**config.mk**
```make
export PLATFORM = sky130hd
export DESIGN_NAME = ps2_key_decoder_flat
export DESIGN_NICKNAME = d
export VERILOG_FILES = /design/src/rtl/ps2_key_decoder_if.sv /design/src/rtl/ps2_key_decoder.sv /design/src/flat_wrapper.sv
export SDC_FILE = /design/constraint.sdc
export NUM_CORES = 1
export LEC_CHECK = 0
export ABC_AREA = 1
export BUFFER_PORTS_ARGS = -buffer_cell sky130_fd_sc_hd__buf_4
export CORE_MARGIN = 8
export CORE_UTILIZATION = 40
export DETAILED_ROUTE_END_ITERATION = 10
export HOLD_SLACK_MARGIN = 0.12
export SLEW_MARGIN = 10
export SYNTH_ARGS = -nofsm -noshare
export SYNTH_HDL_FRONTEND = slang
export SYNTH_SLANG_ARGS = --single-unit
```
**constraint.sdc**
```tcl
create_clock -name clk -period 4.2 [get_ports clk]
set_input_delay 0.21 -clock clk [delete_from_list [all_inputs] [get_ports clk]]
set_output_delay 0.21 -clock clk [all_outputs]
set_load 0.02 [all_outputs]
```
**src/rtl/ps2_key_decoder_if.sv**
```systemverilog
// Key-event handshake between ps2_key_decoder (master) and its consumer (slave).
interface ps2_key_decoder_if;
  logic       key_valid;
  logic [7:0] key_code;
  logic       key_ext;
  logic       key_break;
  logic       key_ready;

  modport master (output key_valid, key_code, key_ext, key_break, input key_ready);
  modport slave  (input key_valid, key_code, key_ext, key_break, output key_ready);
endinterface

```
**src/rtl/ps2_key_decoder.sv**
```systemverilog
// PS/2 set-2 scan-code decoder: resolves E0/F0/E1 prefixes into key events and queues them.
// Optional typematic-repeat suppression is enabled with `define KEY_REPEAT_FILTER_EN.
module ps2_key_decoder #(
  parameter int ADDR_W  = 2,
  parameter int TIMEOUT = 2500000
) (
  input  logic                     clk,
  input  logic                     rst,
  input  logic [7:0]               ps2_byte,
  input  logic                     ps2_state,
  ps2_key_decoder_if.master        key,
  output logic                     overflow,
  output logic                     busy
);

  typedef enum logic [2:0] {IDLE, EXT, BRK, EXT_BRK, SKIP} state_t;

  localparam int WD_W  = $clog2(TIMEOUT + 1);
  localparam int DEPTH = 1 << ADDR_W;

  state_t          state, state_n;
  logic [2:0]      skip_cnt, skip_n;
  logic [WD_W-1:0] wd_cnt;
  logic            ps2_state_d;
  logic            new_byte, wd_timeout;
  logic            ev_push, ev_ext, ev_brk, push;

  assign new_byte   = ps2_state & ~ps2_state_d;
  assign wd_timeout = (state != IDLE) && (wd_cnt == WD_W'(TIMEOUT - 1));
  assign busy       = (state != IDLE);

  function automatic logic is_fake_shift(input logic [7:0] b);
    return (b == 8'h12) || (b == 8'h59);
  endfunction

  always_ff @(posedge clk) begin
    if (rst) begin
      state       <= IDLE;
      skip_cnt    <= '0;
      ps2_state_d <= 1'b0;
      wd_cnt      <= '0;
    end else begin
      state       <= state_n;
      skip_cnt    <= skip_n;
      ps2_state_d <= ps2_state;
      if (new_byte || state == IDLE || wd_timeout) wd_cnt <= '0;
      else                                         wd_cnt <= wd_cnt + WD_W'(1);
    end
  end

  // NOTE: every always_comb output gets a default first so no path can infer a latch.
  always_comb begin
    state_n = state;
    skip_n  = skip_cnt;
    ev_push = 1'b0;
    ev_ext  = 1'b0;
    ev_brk  = 1'b0;
    if (new_byte) begin
      unique case (state)
        IDLE: begin
          unique case (ps2_byte)
            8'hE0: state_n = EXT;
            8'hF0: state_n = BRK;
            8'hE1: begin state_n = SKIP; skip_n = 3'd7; end
            8'hAA, 8'hFA, 8'hFE, 8'hEE, 8'h00, 8'hFF: state_n = IDLE;
            default: ev_push = 1'b1;
          endcase
        end
        EXT: begin
          if (ps2_byte == 8'hF0) state_n = EXT_BRK;
          else begin
            state_n = IDLE;
            ev_ext  = 1'b1;
            ev_push = !is_fake_shift(ps2_byte);
          end
        end
        BRK: begin
          state_n = IDLE;
          ev_brk  = 1'b1;
          ev_push = 1'b1;
        end
        EXT_BRK: begin
          state_n = IDLE;
          ev_ext  = 1'b1;
          ev_brk  = 1'b1;
          ev_push = !is_fake_shift(ps2_byte);
        end
        SKIP: begin
          skip_n = skip_cnt - 3'd1;
          if (skip_cnt <= 3'd1) state_n = IDLE;
        end
        default: state_n = IDLE;
      endcase
    end else if (wd_timeout) begin
      state_n = IDLE;
      skip_n  = '0;
    end
  end

`ifdef KEY_REPEAT_FILTER_EN
  logic       held, held_ext, held_match;
  logic [7:0] held_code;

  assign held_match = held && (held_ext == ev_ext) && (held_code == ps2_byte);
  assign push       = ev_push && !(!ev_brk && held_match);

  always_ff @(posedge clk) begin
    if (rst) begin
      held      <= 1'b0;
      held_ext  <= 1'b0;
      held_code <= '0;
    end else if (ev_push) begin
      if (!ev_brk) begin
        held      <= 1'b1;
        held_ext  <= ev_ext;
        held_code <= ps2_byte;
      end else if (held_match) begin
        held <= 1'b0;
      end
    end
  end
`else
  assign push = ev_push;
`endif

  // Event FIFO: pointers carry one extra wrap bit to tell full from empty.
  logic [ADDR_W:0]   wr_ptr, rd_ptr;
  logic [9:0]        mem [0:DEPTH-1];
  logic [9:0]        last_pop, head;
  logic              empty, full, pop, do_write;

  assign empty    = (wr_ptr == rd_ptr);
  assign full     = (wr_ptr[ADDR_W] != rd_ptr[ADDR_W]) &&
                    (wr_ptr[ADDR_W-1:0] == rd_ptr[ADDR_W-1:0]);
  assign pop      = key.key_valid & key.key_ready;
  assign do_write = push && (!full || pop);

  always_ff @(posedge clk) begin
    if (rst) begin
      wr_ptr   <= '0;
      rd_ptr   <= '0;
      last_pop <= '0;
      overflow <= 1'b0;
    end else begin
      if (do_write)             wr_ptr   <= wr_ptr + 1'b1;
      if (push && full && !pop) overflow <= 1'b1;
      if (pop) begin
        rd_ptr   <= rd_ptr + 1'b1;
        last_pop <= mem[rd_ptr[ADDR_W-1:0]];
      end
    end
  end

  // NOTE: storage is deliberately not reset; the pointers alone define which entries are live.
  always_ff @(posedge clk) begin
    if (do_write) mem[wr_ptr[ADDR_W-1:0]] <= {ev_ext, ev_brk, ps2_byte};
  end

  assign head          = empty ? last_pop : mem[rd_ptr[ADDR_W-1:0]];
  assign key.key_valid = ~empty;
  assign key.key_ext   = head[9];
  assign key.key_break = head[8];
  assign key.key_code  = head[7:0];

endmodule

```
**src/flat_wrapper.sv**
```systemverilog
// flat-port wrapper written by rule: the top's interface ports become plain ports
module ps2_key_decoder_flat 
#(
  parameter int ADDR_W  = 2,
  parameter int TIMEOUT = 2500000
)
  (clk, rst, ps2_byte, ps2_state, overflow, busy, key_key_valid, key_key_code, key_key_ext, key_key_break, key_key_ready);
  ps2_key_decoder_if key_i ();
  input  logic clk;
  input  logic rst;
  input  logic [7:0] ps2_byte;
  input  logic ps2_state;
  output logic overflow;
  output logic busy;
  output wire logic [$bits(key_i.key_valid)-1:0] key_key_valid;
  output wire logic [$bits(key_i.key_code)-1:0] key_key_code;
  output wire logic [$bits(key_i.key_ext)-1:0] key_key_ext;
  output wire logic [$bits(key_i.key_break)-1:0] key_key_break;
  input wire logic [$bits(key_i.key_ready)-1:0] key_key_ready;
  assign key_key_valid = key_i.key_valid;
  assign key_key_code = key_i.key_code;
  assign key_key_ext = key_i.key_ext;
  assign key_key_break = key_i.key_break;
  assign key_i.key_ready = key_key_ready;
  ps2_key_decoder #(.ADDR_W(ADDR_W), .TIMEOUT(TIMEOUT)) u_core (.clk(clk), .rst(rst), .ps2_byte(ps2_byte), .ps2_state(ps2_state), .key(key_i), .overflow(overflow), .busy(busy));
endmodule
```
Yosys cells after proc, flatten, opt, wreduce, memory -nomap -nowiden

Memories as Yosys holds them, arrays and structs flattened. A register that Yosys moved wholly into a read port is not among the register bits.
Cells that the tools add are included.

Register bits: 46
RAM bits: 40
Input port bits: 12
Output and inout port bits: 13
Logic and storage cells: 85
Memories kept: 1

Memory list:

| name       | depth | width | read ports | clocked after memory_dff | write ports | RTL line               | RTL |
|---|---|---|---|---|---|---|---|
| u_core.mem | 4     | 10    | 1          | 1                        | 1           | ps2_key_decoder.sv:128 | `logic [9:0] mem [0:DEPTH-1];` |

Add/sub/neg operators: 4
$lt $le $gt $ge: 1
Equality and inequality tests: 22
Muxes and demuxes: 23
Bitwise operators: 4
Reduce and logical (&&, ||, !) cells: 22

Operators with widths:

| kind                    | count |
|---|---|
| $eq A8 B8 Y1 const B    | 8 |
| $add A22 B1 Y22 const B | 1 |
| $eq A22 B22 Y1 const B  | 1 |
| $mux W3                 | 5 |
| $pmux W3 S4             | 1 |
| $mux W10                | 1 |
| $mux W1                 | 9 |
| $ne A3 B3 Y1 const B    | 3 |
| $pmux W3 S3             | 1 |
| $reduce_or A9 Y1        | 1 |
| $eq A8 B5 Y1 const B    | 1 |
| $eq A8 B7 Y1 const B    | 1 |
| $logic_not A8 Y1        | 1 |
| $add A3 B1 Y3 const B   | 2 |
| $eq A3 B2 Y1 const B    | 2 |
| $mux W2                 | 3 |
| $ne A6 B6 Y1 const B    | 1 |
| $pmux W3 S2             | 1 |
| $reduce_and A3 Y1       | 2 |
| $reduce_or A6 Y1        | 1 |
| $logic_and A1 B1 Y1     | 5 |
| $logic_or A1 B1 Y1      | 4 |
| $pmux W1 S4             | 1 |
| $reduce_or A2 Y1        | 2 |
| 14 further kinds        | 18 |

Depth between registers and ports, before layout

Word-level depth: 9
Gate-level depth with buffers: 12
Gate-level depth less buffers: 12

Worst setup path before layout

No wires, ideal clock.

Kind: register to register
From: register u_core.ps2_state_d
To: memory u_core.mem[0][0] (enable)
Setup time: 0.376 ns
Data arrival time: 1.543 ns
Required time: 3.824 ns
Slack: 2.281 ns
Stages on the path, launching flop included: 8
Path buffers: 1
Period minus slack after synthesis: 1.919 ns
Path through: dfxtp_1 > or2_1 > buf_6 > nor2_1 > nand2_1 > nor2_4 > nand3_4 > nor2_1

Longest elaborated chain between the ends: 6

Ends and longest elaborated chain:

| element                       | RTL line               | RTL |
|---|---|---|
| start, declared               | ps2_key_decoder.sv:24  | `logic ps2_state_d;` |
| start signal, assigned        | ps2_key_decoder.sv:45  | `ps2_state_d <= ps2_state;` |
| $not A1 Y1                    | ps2_key_decoder.sv:28  | `assign new_byte = ps2_state & ~ps2_state_d;` |
| $and A1 B1 Y1                 | ps2_key_decoder.sv:28  |  |
| $mux W1                       | ps2_key_decoder.sv:58  | `if (new_byte) begin` |
| $logic_and A1 B1 Y1           | ps2_key_decoder.sv:136 | `assign do_write = push && (!full \|\| pop);` |
| $mux W1                       | ps2_key_decoder.sv:156 | `if (do_write) mem[wr_ptr[ADDR_W-1:0]] <= {ev_ext, ev_brk, ps2_byte};` |
| $mux W1 (implied by the code) | ps2_key_decoder.sv:156 |  |
| end, declared                 | ps2_key_decoder.sv:128 |  |

No other way between the ends.

Worst setup path after layout

From: register u_core.rd_ptr[0]
To: memory u_core.mem[3][9] (enable)

Longest elaborated chain between the ends: 7
Elaborated cells between the ends (all ways): 10
Those cells by class: 2 x eq/ne; 2 x mux; 2 x bitwise; 4 x reduce/logical

Ends and longest elaborated chain:

| element                                           | RTL line                                       | RTL |
|---|---|---|
| start, declared                                   | ps2_key_decoder.sv:127                         | `logic [ADDR_W:0] wr_ptr, rd_ptr;` |
| start signal, assigned                            | ps2_key_decoder.sv:148                         | `rd_ptr <= rd_ptr + 1'b1;` |
| $eq A3 B3 Y1 or $eq A2 B2 Y1 (tied branches)      | ps2_key_decoder.sv:132, ps2_key_decoder.sv:134 |  |
| $not A1 Y1 or $logic_and A1 B1 Y1 (tied branches) | ps2_key_decoder.sv:160, ps2_key_decoder.sv:133 |  |
| $and A1 B1 Y1 or $logic_not A1 Y1 (tied branches) | ps2_key_decoder.sv:135, ps2_key_decoder.sv:136 |  |
| $logic_or A1 B1 Y1 *                              | ps2_key_decoder.sv:136                         |  |
| $logic_and A1 B1 Y1 *                             | ps2_key_decoder.sv:136                         |  |
| $mux W1 *                                         | ps2_key_decoder.sv:156                         |  |
| $mux W1 (implied by the code) *                   | ps2_key_decoder.sv:156                         |  |

Every way passes the cells marked *; elsewhere a longest branch is shown, timed or not.

==> run_results.csv <==
group,metric,value,unit
status,status,"finished clean",
setup_path,crit_required,4.18,ns
timing,final.setup.tns,0,ns
synthesis,ys_ff_latch,88,
cells_and_area,drive_gt1_share,14.3,%
placed_design,pre_cts_slack,1.44,ns
setup_path,cp_cell_sequence,"xnor2_1 -> nand3_1 -> nand2_1 -> nand2_1 -> nand3_4 -> nor2_1",
timing,grt_setup_unrepaired,"no",
setup_path,cpPeakStageDelay,0.67,ns
pwr,vdd_drop_max,0.266,mV
setup_path,rr_endpoint,"u_core.mem[3][9]",
clock_tree,cts_buffers,9,
pwr,leakage,1.96,nW
setup_path,critPathKind,"reg -> reg",
global_route,antenna_found_initial,0,
setup_path,rr_worst_depth,6,
timing,tightest_slew,0.846,ns
worst_hold_path,hold_class,"in -> reg",
placed_design,dp_hpwl,6900,µm
placed_design,place_area,4610,µm²
synthesis,synth_area,4320,µm²
setup_path,r2r_start,"u_core.rd_ptr[0]",
route,drtIter0Drc,261,
clock_tree,cts_htree_levels,3,
synthesis,async_reset_ff_share,0,%
worst_hold_path,worst_hold_path.num_cells,1,
route,totalWireLength,9490,µm
floorplan,start_util,40.4,%
route,wl_per_cell,13.5,µm
route,viasPerCell,4.90,
clock_tree,cts.sinks,88,
timing,max_slew_margin,43.4,%
synthesis,seq_area_frac_synth,50.1,%
cells_and_area,final_nets,580,
floorplan,dieWidth,120,µm
floorplan,die_h,120,µm
cells_and_area,syn_to_final_growth,14.7,%
setup_path,crit_fanout,15,
synthesis,synth_edf_count,40,
clock_tree,cts_tree,"yes",
setup_path,cpMaxStageDelayCell,"nor2_1",
pwr,power_per_cell_area,450,nW/µm²
setup_path,worstPathArrival,2.71,ns
global_route,grt_pass1_vias,3454,
setup_path,path_common_cell,"nand2_1",
clock_tree,cts.clk_slew.worst_paths,0.10,ns
synthesis,syn-num-nets,548,
clock_tree,cts_setup_buffers,0,
setup_path,setup.worst_path.end_class,"register",
timing,timing.hold.ws,0.139,ns
route,ant_nets,0,
clock_tree,clockBufferDepth,2,
global_route,grt_remaining_overflow,0,
global_route,grt_first_pass_wirelength,16400,µm
synthesis,synthCells,528,
setup_path,start_kind,"register",
setup_path,reg2reg_slack,1.47,ns
floorplan,die_area,14400,µm²
timing,final.setup.worst_slack,1.47,ns
cells_and_area,fillers,1064,
global_route,grtUsageTotal,14.1,%
floorplan,core_area,10700,µm²
timing,fin_crit_sh,65.0,%
cells_and_area,fin_area,4950,µm²
placed_design,routabilityCongestion,0.835,
synthesis,synth.avg_cell_area,8.18,µm²
synthesis,synth_flop_cell,"dfxtp_1",
setup_path,cp_top_family,"simple AND/OR/NAND/NOR gates",
floorplan,rows,38,
timing,finalHoldViolCount,0,
clock_tree,cts_resized,0,
worst_hold_path,holdPathEnd,"u_core.mem[3][1]",
timing,report.final.slew_viol_count,0,
setup_path,path_buf_inv,0,
floorplan,ios,25,
route,first_pass_iters,5,
clock_tree,clock_tree.root_cell,"clkbuf_8",
worst_hold_path,min_from,"ps2_byte[1]",
cells_and_area,n_antenna_cell,0,
clock_tree,ctsHoldBuffers,10,
synthesis,ys_types,41,
timing,fin_skew,0.0164,ns
run,maxCapViolCount,0,
timing,fmax,0.366,GHz
route,drc,0,
timing,finalCriticalPeriod,2.73,ns
timing,setup_viol,0,
placed_design,portBuffers,24,
clock_tree,clk_latency,0.36,ns
global_route,grt_max_degree,23,
synthesis,ys_warn_count,0,
route,via_count,3457,
## final cells by class
type | count | area [µm²] | share of cell area, %
timing repair buffer | 34 | 280 | 5.66
multi-input combinational | 371 | 1880 | 38.0
clock buffer | 10 | 138 | 2.78
tap | 140 | 175 | 3.54
sequential | 88 | 2160 | 43.7
clock inverter | 6 | 103 | 2.07
inverter | 56 | 210 | 4.25
## through the flow
step / cells / util (%) / power, mW
2_1_floorplan: 528 / - / 1.37
3_3_place_gp: 679 / 43.1 / 1.56
3_5_place_dp: 679 / 43.1 / 1.56
4_1_cts: 705 / 46.3 / 2.26
5_1_grt: 705 / 46.3 / 2.36
6_report: 705 / 46.3 / 2.23
## cells in the mapped netlist (9+ instances only)
cell type | number | area [µm²]
inv_2 | 9 | 33.8
nand4_1 | 13 | 81.3
nor2_1 | 107 | 402
o22ai_1 | 10 | 62.6
nand2_1 | 104 | 390
edfxtp_1 | 40 | 1200
nand3_1 | 17 | 85.1
dfxtp_1 | 48 | 961
o21ai_0 | 27 | 135
inv_1 | 46 | 173
a21oi_1 | 20 | 100
## where the power goes
group	leakage, nW	switching, mW	internal (mW)	total, mW
sequential	0.757	0.0462	0.953	0.999
combinational	1.08	0.356	0.190	0.546
clock	0.120	0.325	0.361	0.685
## kinds of logic after synthesis
| kind of cell | after synthesis | share of synthesized area [%] |
|---|---|---|
| and+or+nand+nor | 282 | 30.4 |
| DFF | 88 | 50.1 |
| adders and majority gates | 8 | 2.32 |
| AOI/OAI and AO/OA | 69 | 8.49 |
| buffers and inverters | 69 | 6.29 |
| xor gates and xnor gates | 12 | 2.43 |
## cell usage in the layout (no fill, tap or decap), drive strengths merged, types with 3 or more instances in the layout
cell / count
o22ai: 10
dfxtp: 48
o21ai: 35
nand4: 14
xnor2: 5
nand3: 19
nor3: 10
a21oi: 20
clkbuf: 10
ha: 8
nor2: 118
clkinv: 4
or2: 3
nand2: 114
buf: 24
xor2: 7
dlygate4sd3: 10
edfxtp: 40
inv: 56
## routing by layer
metal	vias to the layer above	routed length, µm	GRT usage [%]
li1	1786	-	-
met1	1588	4210	17.0
met2	71	4660	24.0
met3	12	442	3.62
met4	0	185	4.84
met5	-	0	0
## flip-flops by register name (all words and copies together), names as in the netlist, named ones only
| signal | cells |
|---|---|
| u_core.last_pop | 10 |
| u_core.mem | 40 |
| u_core.overflow | 1 |
| u_core.ps2_state_d | 1 |
| u_core.rd_ptr | 3 |
| u_core.skip_cnt | 3 |
| u_core.state | 3 |
| u_core.wd_cnt | 22 |
| u_core.wr_ptr | 3 |
## worst max-delay path by stage
stage,from,cells past startpoint,slack (ns),end
after global placement,u_core.rd_ptr[0],6,1.58,u_core.mem[3][4]
after floorplan,u_core.ps2_state_d,7,2.28,u_core.mem[0][0]
after detailed placement,u_core.rd_ptr[0],6,1.44,u_core.mem[3][6]
final,u_core.rd_ptr[0],6,1.47,u_core.mem[3][9]
after global routing,u_core.rd_ptr[0],6,1.17,u_core.mem[3][8]
after CTS,u_core.rd_ptr[0],6,1.41,u_core.mem[3][7]
No activity file was read; power rests on OpenSTA's default activity.
